==> src/rtl/spi_client_arbiter.sv <==
`default_nettype none
//==============================================================================
// Module   : spi_client_arbiter
// Brief    : Round-robin sharing of one SPI master among five config clients
//            (trig pot, ch1/ch2/ch3 gain pots, cal EEPROM). Define
//            SPI_ARB_TIMEOUT_EN to build the WAIT-state watchdog.
// Revision : 1.0 - initial release
//==============================================================================
module spi_client_arbiter #(
    parameter int GAP_CYCLES     = 4,
    parameter int TIMEOUT_CYCLES = 1024
) (
    input  logic        clk,
    input  logic        rst,
    input  logic [4:0]  req,
    input  logic [79:0] cmd_in,
    output logic [4:0]  ack,
    output logic [15:0] rd_data,
    output logic        busy,
    output logic        err,
    output logic        wrt_SPI,
    output logic [15:0] SPI_cmd,
    input  logic        SPI_done,
    input  logic [15:0] SPI_data_out,
    output logic [2:0]  ss
);

    localparam logic [1:0] c_IDLE  = 2'd0;
    localparam logic [1:0] c_ISSUE = 2'd1;
    localparam logic [1:0] c_WAIT  = 2'd2;
    localparam logic [1:0] c_GAP   = 2'd3;

    localparam logic [2:0] c_SS_NONE = 3'b111;
    localparam int         c_GAP_W   = (GAP_CYCLES > 0) ? $clog2(GAP_CYCLES + 1) : 1;
    // The IDLE cycle that makes the next grant is itself the last deselected
    // cycle, so GAP holds for GAP_CYCLES-1 cycles (ack cycle included).
    localparam logic [c_GAP_W-1:0] c_GAP_LAST = c_GAP_W'((GAP_CYCLES > 1) ? GAP_CYCLES - 1 : 0);

    if (TIMEOUT_CYCLES < 1 || GAP_CYCLES < 0) begin : g_bad_params
        $error("spi_client_arbiter: GAP_CYCLES must be >= 0 and TIMEOUT_CYCLES >= 1");
    end

    logic [1:0]         r_state,   w_state_nxt;
    logic [2:0]         r_grant,   w_grant_nxt;
    logic [2:0]         r_rr_ptr,  w_rr_nxt;
    logic [c_GAP_W-1:0] r_gap_cnt, w_gap_nxt;
    logic [2:0]         r_ss,      w_ss_nxt;
    logic [15:0]        r_cmd,     w_cmd_nxt;
    logic               r_wrt,     w_wrt_nxt;
    logic [4:0]         r_ack,     w_ack_nxt;
    logic [15:0]        r_rd_data, w_rd_nxt;
    logic               r_busy;
    logic [7:0]         w_req8;
    logic [2:0]         w_pick;
    logic               w_timeout;

    function automatic logic [2:0] wrap5(input logic [2:0] base, input logic [2:0] off);
        logic [3:0] s;
        s = {1'b0, base} + {1'b0, off};
        if (s >= 4'd5) s = s - 4'd5;
        return s[2:0];
    endfunction

    assign w_req8 = {3'b000, req};

    // Walk from rr_ptr+4 down to rr_ptr so the closest requester wins.
    always_comb begin
        w_pick = r_rr_ptr;
        for (int i = 4; i >= 0; i--) begin
            if (w_req8[wrap5(r_rr_ptr, 3'(i))]) w_pick = wrap5(r_rr_ptr, 3'(i));
        end
    end

    always_comb begin
        w_state_nxt = r_state;
        w_grant_nxt = r_grant;
        w_rr_nxt    = r_rr_ptr;
        w_gap_nxt   = r_gap_cnt;
        w_ss_nxt    = r_ss;
        w_cmd_nxt   = r_cmd;
        w_wrt_nxt   = 1'b0;
        w_ack_nxt   = 5'b00000;
        w_rd_nxt    = r_rd_data;
        case (r_state)
            c_IDLE: begin
                if (|req) begin
                    w_grant_nxt = w_pick;
                    w_ss_nxt    = w_pick;
                    w_cmd_nxt   = cmd_in[{w_pick, 4'b0000} +: 16];
                    w_state_nxt = c_ISSUE;
                end
            end
            c_ISSUE: begin
                w_wrt_nxt   = 1'b1;
                w_state_nxt = c_WAIT;
            end
            c_WAIT: begin
                if (SPI_done || w_timeout) begin
                    w_ack_nxt = 5'b00001 << r_grant;
                    w_rd_nxt  = SPI_done ? SPI_data_out : 16'hFFFF;
                    w_ss_nxt  = c_SS_NONE;
                    w_rr_nxt  = wrap5(r_grant, 3'd1);
                    if (GAP_CYCLES > 1) begin
                        w_gap_nxt   = c_GAP_W'(1);
                        w_state_nxt = c_GAP;
                    end else begin
                        w_state_nxt = c_IDLE;
                    end
                end
            end
            c_GAP: begin
                if (r_gap_cnt == c_GAP_LAST) w_state_nxt = c_IDLE;
                else                         w_gap_nxt   = r_gap_cnt + c_GAP_W'(1);
            end
            default: w_state_nxt = c_IDLE;
        endcase
    end

    always_ff @(posedge clk) begin
        if (rst) begin
            r_state   <= c_IDLE;
            r_grant   <= 3'd0;
            r_rr_ptr  <= 3'd0;
            r_gap_cnt <= '0;
            r_ss      <= c_SS_NONE;
            r_cmd     <= 16'h0000;
            r_wrt     <= 1'b0;
            r_ack     <= 5'b00000;
            r_rd_data <= 16'h0000;
            r_busy    <= 1'b0;
        end else begin
            r_state   <= w_state_nxt;
            r_grant   <= w_grant_nxt;
            r_rr_ptr  <= w_rr_nxt;
            r_gap_cnt <= w_gap_nxt;
            r_ss      <= w_ss_nxt;
            r_cmd     <= w_cmd_nxt;
            r_wrt     <= w_wrt_nxt;
            r_ack     <= w_ack_nxt;
            r_rd_data <= w_rd_nxt;
            r_busy    <= (w_state_nxt != c_IDLE);
        end
    end

`ifdef SPI_ARB_TIMEOUT_EN
    localparam int                c_TO_W    = $clog2(TIMEOUT_CYCLES + 1);
    localparam logic [c_TO_W-1:0] c_TO_LAST = c_TO_W'(TIMEOUT_CYCLES);

    logic [c_TO_W-1:0] r_to_cnt;
    logic              r_err;

    assign w_timeout = (r_state == c_WAIT) && (r_to_cnt == c_TO_LAST);

    // Cleared whenever outside WAIT, so every WAIT entry starts from zero.
    always_ff @(posedge clk) begin
        if (rst) begin
            r_to_cnt <= '0;
            r_err    <= 1'b0;
        end else begin
            r_err <= w_timeout && !SPI_done;
            if (r_state != c_WAIT)  r_to_cnt <= '0;
            else if (!w_timeout)    r_to_cnt <= r_to_cnt + c_TO_W'(1);
        end
    end

    assign err = r_err;
`else
    assign w_timeout = 1'b0;
    assign err       = 1'b0;
`endif

    assign ack     = r_ack;
    assign rd_data = r_rd_data;
    assign busy    = r_busy;
    assign wrt_SPI = r_wrt;
    assign SPI_cmd = r_cmd;
    assign ss      = r_ss;

endmodule
`default_nettype wire

==> config.mk <==
export PLATFORM = sky130hd
export DESIGN_NAME = spi_client_arbiter
export DESIGN_NICKNAME = d
export VERILOG_FILES = /design/src/rtl/spi_client_arbiter.sv
export SDC_FILE = /design/constraint.sdc
export NUM_CORES = 1
export LEC_CHECK = 0
export CAP_MARGIN = 20
export CORE_MARGIN = 3
export CORE_UTILIZATION = 41
export DETAILED_ROUTE_END_ITERATION = 10
export PLACE_DENSITY_LB_ADDON = 0.25
export SYNTH_ARGS = -nofsm -noshare
export SYNTH_HDL_FRONTEND = slang
export SYNTH_SLANG_ARGS = --single-unit
==> constraint.sdc <==
create_clock -name clk -period 3.6 [get_ports clk]
set_input_delay 0.36 -clock clk [delete_from_list [all_inputs] [get_ports clk]]
set_output_delay 0.36 -clock clk [all_outputs]
set_load 0.1 [all_outputs]
==> results.md <==
Status:
- The flow ran to the end, and the final reports show no timing, DRC or antenna violations.

Synthesis:
- The async set or reset register ratio after synthesis is 0%.
- The average instance area after synthesis is about 8.1 sq um.
- The post-synth design cell area is 4000 sq um.
- The synthesis warning total is 0.
- In the synthesized netlist the dominant register cell turns out to be sky130_fd_sc_hd__dfxtp_1.
- The net count of the mapped netlist is about 600.
- The number of instances in the synthesized netlist is between 400 and 500.
- The number of enable flip-flop cells after synthesis is 0.
- After synthesis, the netlist uses 71 different library cells.
- The flip-flop and latch count after synthesis is 53.
- The share of synthesized area occupied by flip-flops and latches is a little over a quarter.

Detailed routing:
- In the routed design, unresolved DRC markers number 0.
- The sum of routed wire length over all layers is 13300 um.
- The total via count in the routed design is approximately 4500.
- Dividing the detail-routed wire length by the instance count gives roughly 17 um.
- The via density per instance is ~5.8.
- The remaining antenna violation count is 0.
- The detailed-router iteration count before antenna repair is 5.
- After the first detailed-routing iteration, the DRC count stood at 254.

Cells and area:
- The total number of nets in the final design is 750.
- The filler cell count in the final layout is about 860.
- The relative area change from synthesis to final layout is 45.4%.
- The number of antenna diodes is 0.
- At the end of the flow the core is filled with cells to between 60% and 70%.
- Of the cells placed in the final design, the portion with a size suffix greater than 1 is 12.6%.
- For this run, the number of standard cells in the final layout without fillers is between 700 and 800.

Timing:
- Clock skew on the completed layout was measured at between 10 and 15 ps.
- The count of pins over their slew limit is 0.
- Setup violations remaining at the end of the flow were counted as 0.
- The worst slew margin relative to its limit is 32.4%.
- The sum of negative setup slack is 0 ps.
- Setup repair after global routing could not meet its margin everywhere.
- The time the worst path needs with I/O delays and setup is ~3400 ps.
- The post-layout worst setup margin is 152 ps.
- For the pin with the worst max-slew slack, the measured transition is 1010 ps.
- Static timing analysis puts the maximum clock frequency at a little under 300 MHz.
- Final hold analysis gives a worst-case slack of 460 ps.
- Dividing the final minimum period by the clock period gives 95.8%.
- The final number of hold-violating endpoints is 0.

Place:
- The final weighted congestion in routability-driven placement is around 0.99.
- The count of buffers added on input and output ports is between 100 and 150.
- Detailed placement ended at an HPWL of roughly 10000 um.
- After detailed placement, the design holds a cell count of roughly 750.
- The pre-CTS setup slack is 41.6 ps.

Floorplan:
- The area enclosed by the die boundary is around 11000 sq um.
- The width of the die is between 100 and 150 um.
- For this configuration, the core starts out at a cell density of between 40% and 50%.
- For this design the top-level I/O count stands at between 100 and 150.
- The total number of placement rows is 35.
- The core footprint is 9370 sq um.
- The die is between 100 and 150 um tall.

Worst setup path:
- The required time of the worst setup path is between 3000 and 4000 ps.
- The most critical setup path has its startpoint at r_rr_ptr[1].
- The category of the worst setup path launch point is a register.
- The highest fanout seen on the critical path is 15.
- The critical path endpoint category is a register.
- In this run the critical register-to-register path is launched from r_rr_ptr[1].
- The critical path in this run is classified as reg2reg.
- The worst path arrival time is ~3700 ps.

Pwr:
- Dividing total power by cell area gives a power density of 467 nW/um^2.
- The switching part of the total is 49.1%.
- In this run, flip-flops and latches consume 26.8% of the power.
- Combinational cells account for roughly 60% of the total power.
- The static leakage power is between 2 and 2.5 nW.
- The maximum vdd drop is roughly 0.00036 V.
- The share of total power in the clock network is between 10 and 15%.
- In this run the power spent charging and discharging nets is approximately 1.3 mW.
- Internal power comes to 1.38 mW.

GRT:
- The initial antenna violation count is 0.
- The first global-routing pass estimated roughly 22000 um of wire.
- For this run, the total global-route usage over all layers was measured as 23.4%.
- The number of global-route vias before repair was roughly 4400.
- The global-route congestion overflow total is 0.
- Entering global routing, the biggest net connects 52 pins.

Flow run:
- Max-cap violations in this run came to 0.

Clocking:
- The number of clock sinks seen by CTS is 53.
- Clock-pin slew was measured on the worst setup and hold paths at 110 ps.
- The post-cts hold buffer count is 0.
- The tree is rooted in a sky130_fd_sc_hd__clkbuf_8.
- The CTS tree is done.
- The largest buffer count on any clock path is 2.
- Clock latency on the worst-skew pair, taken at its later pin, is between 300 and 400 ps.
- In this run the number of H-tree levels came out at 2.
- The number of buffers created by CTS is 5.

Hold path:
- The startpoint identified for the worst hold timing path is rd_data[14].
- The path class of the lowest-slack min-delay path is reg2reg.
[layer usage]
layer	track usage, %	routed length (um)	vias to the layer above	part of all wire, %
met5	0	0	-	0
met4	6.94	231	0	1.7
met3	3.95	970	23	7.3
met2	37.4	6440	186	48
met1	32.4	5640	2114	42
li1	-	-	2132	-
[per-stage QoR]
step / power (mW) / area, sq um
after floorplan: 1.87 / 4030
after global placement: 2.30 / 5660
after detailed placement: 2.33 / 5660
after CTS: 2.70 / 5760
after global routing: 2.85 / 5820
final: 2.72 / 5820
[path summary, 6_finish.rpt]
check                endpoint  slack [ps]  depth (start not counted)
setup / recovery  SPI_cmd[15]         150                         12
hold / removal    rd_data[14]         460                          2
setup reg to reg  SPI_cmd[15]         150                         12
hold reg to reg   rd_data[14]         460                          2
[logic make-up after synthesis]
kind of cell	share of synthesized area, %
AOI/OAI and AO/OA	37.2
xor gates and xnor gates	1.09
adders and majority gates	4.57
buffers and inverters	10.2
DFF	26.5
muxes	3.63
other	0.0937
and+or+nand+nor	16.7
[synth_stat cells, types with 3 or more instances]
library cell / n / area [sq um]
sky130_fd_sc_hd__nand2b_1: 7 / 43.8
sky130_fd_sc_hd__buf_2: 12 / 60.1
sky130_fd_sc_hd__a211oi_1: 4 / 30.0
sky130_fd_sc_hd__nand3_1: 22 / 110
sky130_fd_sc_hd__inv_1: 44 / 165
sky130_fd_sc_hd__nor2_1: 25 / 93.8
sky130_fd_sc_hd__and3_1: 6 / 37.5
sky130_fd_sc_hd__buf_4: 4 / 30.0
sky130_fd_sc_hd__nor2b_1: 4 / 25.0
sky130_fd_sc_hd__o32ai_1: 16 / 140
sky130_fd_sc_hd__o211ai_1: 3 / 22.5
sky130_fd_sc_hd__nand3b_1: 3 / 22.5
sky130_fd_sc_hd__o2111ai_1: 19 / 166
sky130_fd_sc_hd__a21oi_1: 27 / 135
sky130_fd_sc_hd__mux2i_1: 4 / 40.0
sky130_fd_sc_hd__a32o_1: 16 / 160
sky130_fd_sc_hd__a41oi_1: 6 / 52.6
sky130_fd_sc_hd__o211a_1: 3 / 30.0
sky130_fd_sc_hd__a41oi_2: 10 / 163
sky130_fd_sc_hd__a211o_1: 3 / 26.3
sky130_fd_sc_hd__dfxtp_1: 53 / 1060
sky130_fd_sc_hd__buf_6: 4 / 45.0
sky130_fd_sc_hd__a21o_1: 3 / 22.5
sky130_fd_sc_hd__clkbuf_1: 24 / 90.1
sky130_fd_sc_hd__nand2_1: 42 / 158
sky130_fd_sc_hd__xnor2_1: 4 / 35.0
sky130_fd_sc_hd__mux4_2: 4 / 90.1
sky130_fd_sc_hd__a22oi_1: 3 / 22.5
sky130_fd_sc_hd__and2_1: 3 / 18.8
sky130_fd_sc_hd__o21ai_0: 40 / 200
sky130_fd_sc_hd__buf_1: 3 / 11.3
sky130_fd_sc_hd__ha_1: 13 / 163
sky130_fd_sc_hd__nor3_1: 4 / 20.0
sky130_fd_sc_hd__or2_2: 4 / 25.0
sky130_fd_sc_hd__a31oi_1: 4 / 25.0
[power by group through the flow]
| stage | clock network, mW | logic [mW] | registers [mW] |
|---|---|---|---|
| 6_report | 0.364 | 1.63 | 0.727 |
| 5_1_grt | 0.393 | 1.72 | 0.737 |
| 4_1_cts | 0.373 | 1.60 | 0.727 |
| 3_5_place_dp | 0 | 1.59 | 0.739 |
| 3_3_place_gp | 0 | 1.57 | 0.734 |
| 2_1_floorplan | 0 | 0.633 | 1.24 |
[cell usage in the layout, fill, tap and decap left out, drive strengths merged, types with 3 or more instances in the layout]
cell type,instances
nor2,25
nor3,4
xnor2,4
dfxtp,53
a22oi,3
mux2i,4
clkinv,3
clkbuf,5
nand2,43
mux4,4
o211ai,3
a21o,4
a41oi,16
o21ai,42
buf,31
and2,3
a21oi,29
o211a,3
a32o,16
nand2b,7
nand3,22
o32ai,17
a211o,3
nand3b,3
inv,46
and3,6
ha,13
a31oi,4
nor2b,4
clkdlybuf4s50,144
o2111ai,19
a211oi,5
or2,6
[timing repair]
item | CTS | global route
gates resized for setup | 0 | 11
setup endpoints to repair | 0 | 16
setup buffers | 0 | 1
[worst max-delay path: stages, from the launching register on]
cell and delay (ps):
sky130_fd_sc_hd__dfxtp_4 380, sky130_fd_sc_hd__inv_1 150, sky130_fd_sc_hd__ha_2 260, sky130_fd_sc_hd__ha_4 230
sky130_fd_sc_hd__a21oi_4 170, sky130_fd_sc_hd__mux2_4 310, sky130_fd_sc_hd__a2111o_1 500, sky130_fd_sc_hd__o21a_1 250
sky130_fd_sc_hd__a211oi_2 330, sky130_fd_sc_hd__buf_4 260, sky130_fd_sc_hd__o21ai_0 130, sky130_fd_sc_hd__a41oi_2 240
sky130_fd_sc_hd__a32o_1 200
[flip-flops by register name, indices dropped and copies added, names as in the netlist]
register and flops:
SPI_cmd 16, r_rr_ptr 3, r_gap_cnt 3, ss 3, r_grant 3, rd_data 16
busy 1, wrt_SPI 1, ack 5, r_state 2
[area by class of cell]
cell class                 instances  area [sq um]  area share [%]
clock inverter                     3          28.8           0.495
sequential                        53          1060            18.3
inverter                          46           174            2.99
tap                              129           161            2.77
timing repair buffer             175          1730            29.6
multi-input combinational        351          2600            44.6
clock buffer                       5          68.8            1.18
(Power assumes the default switching activity.)
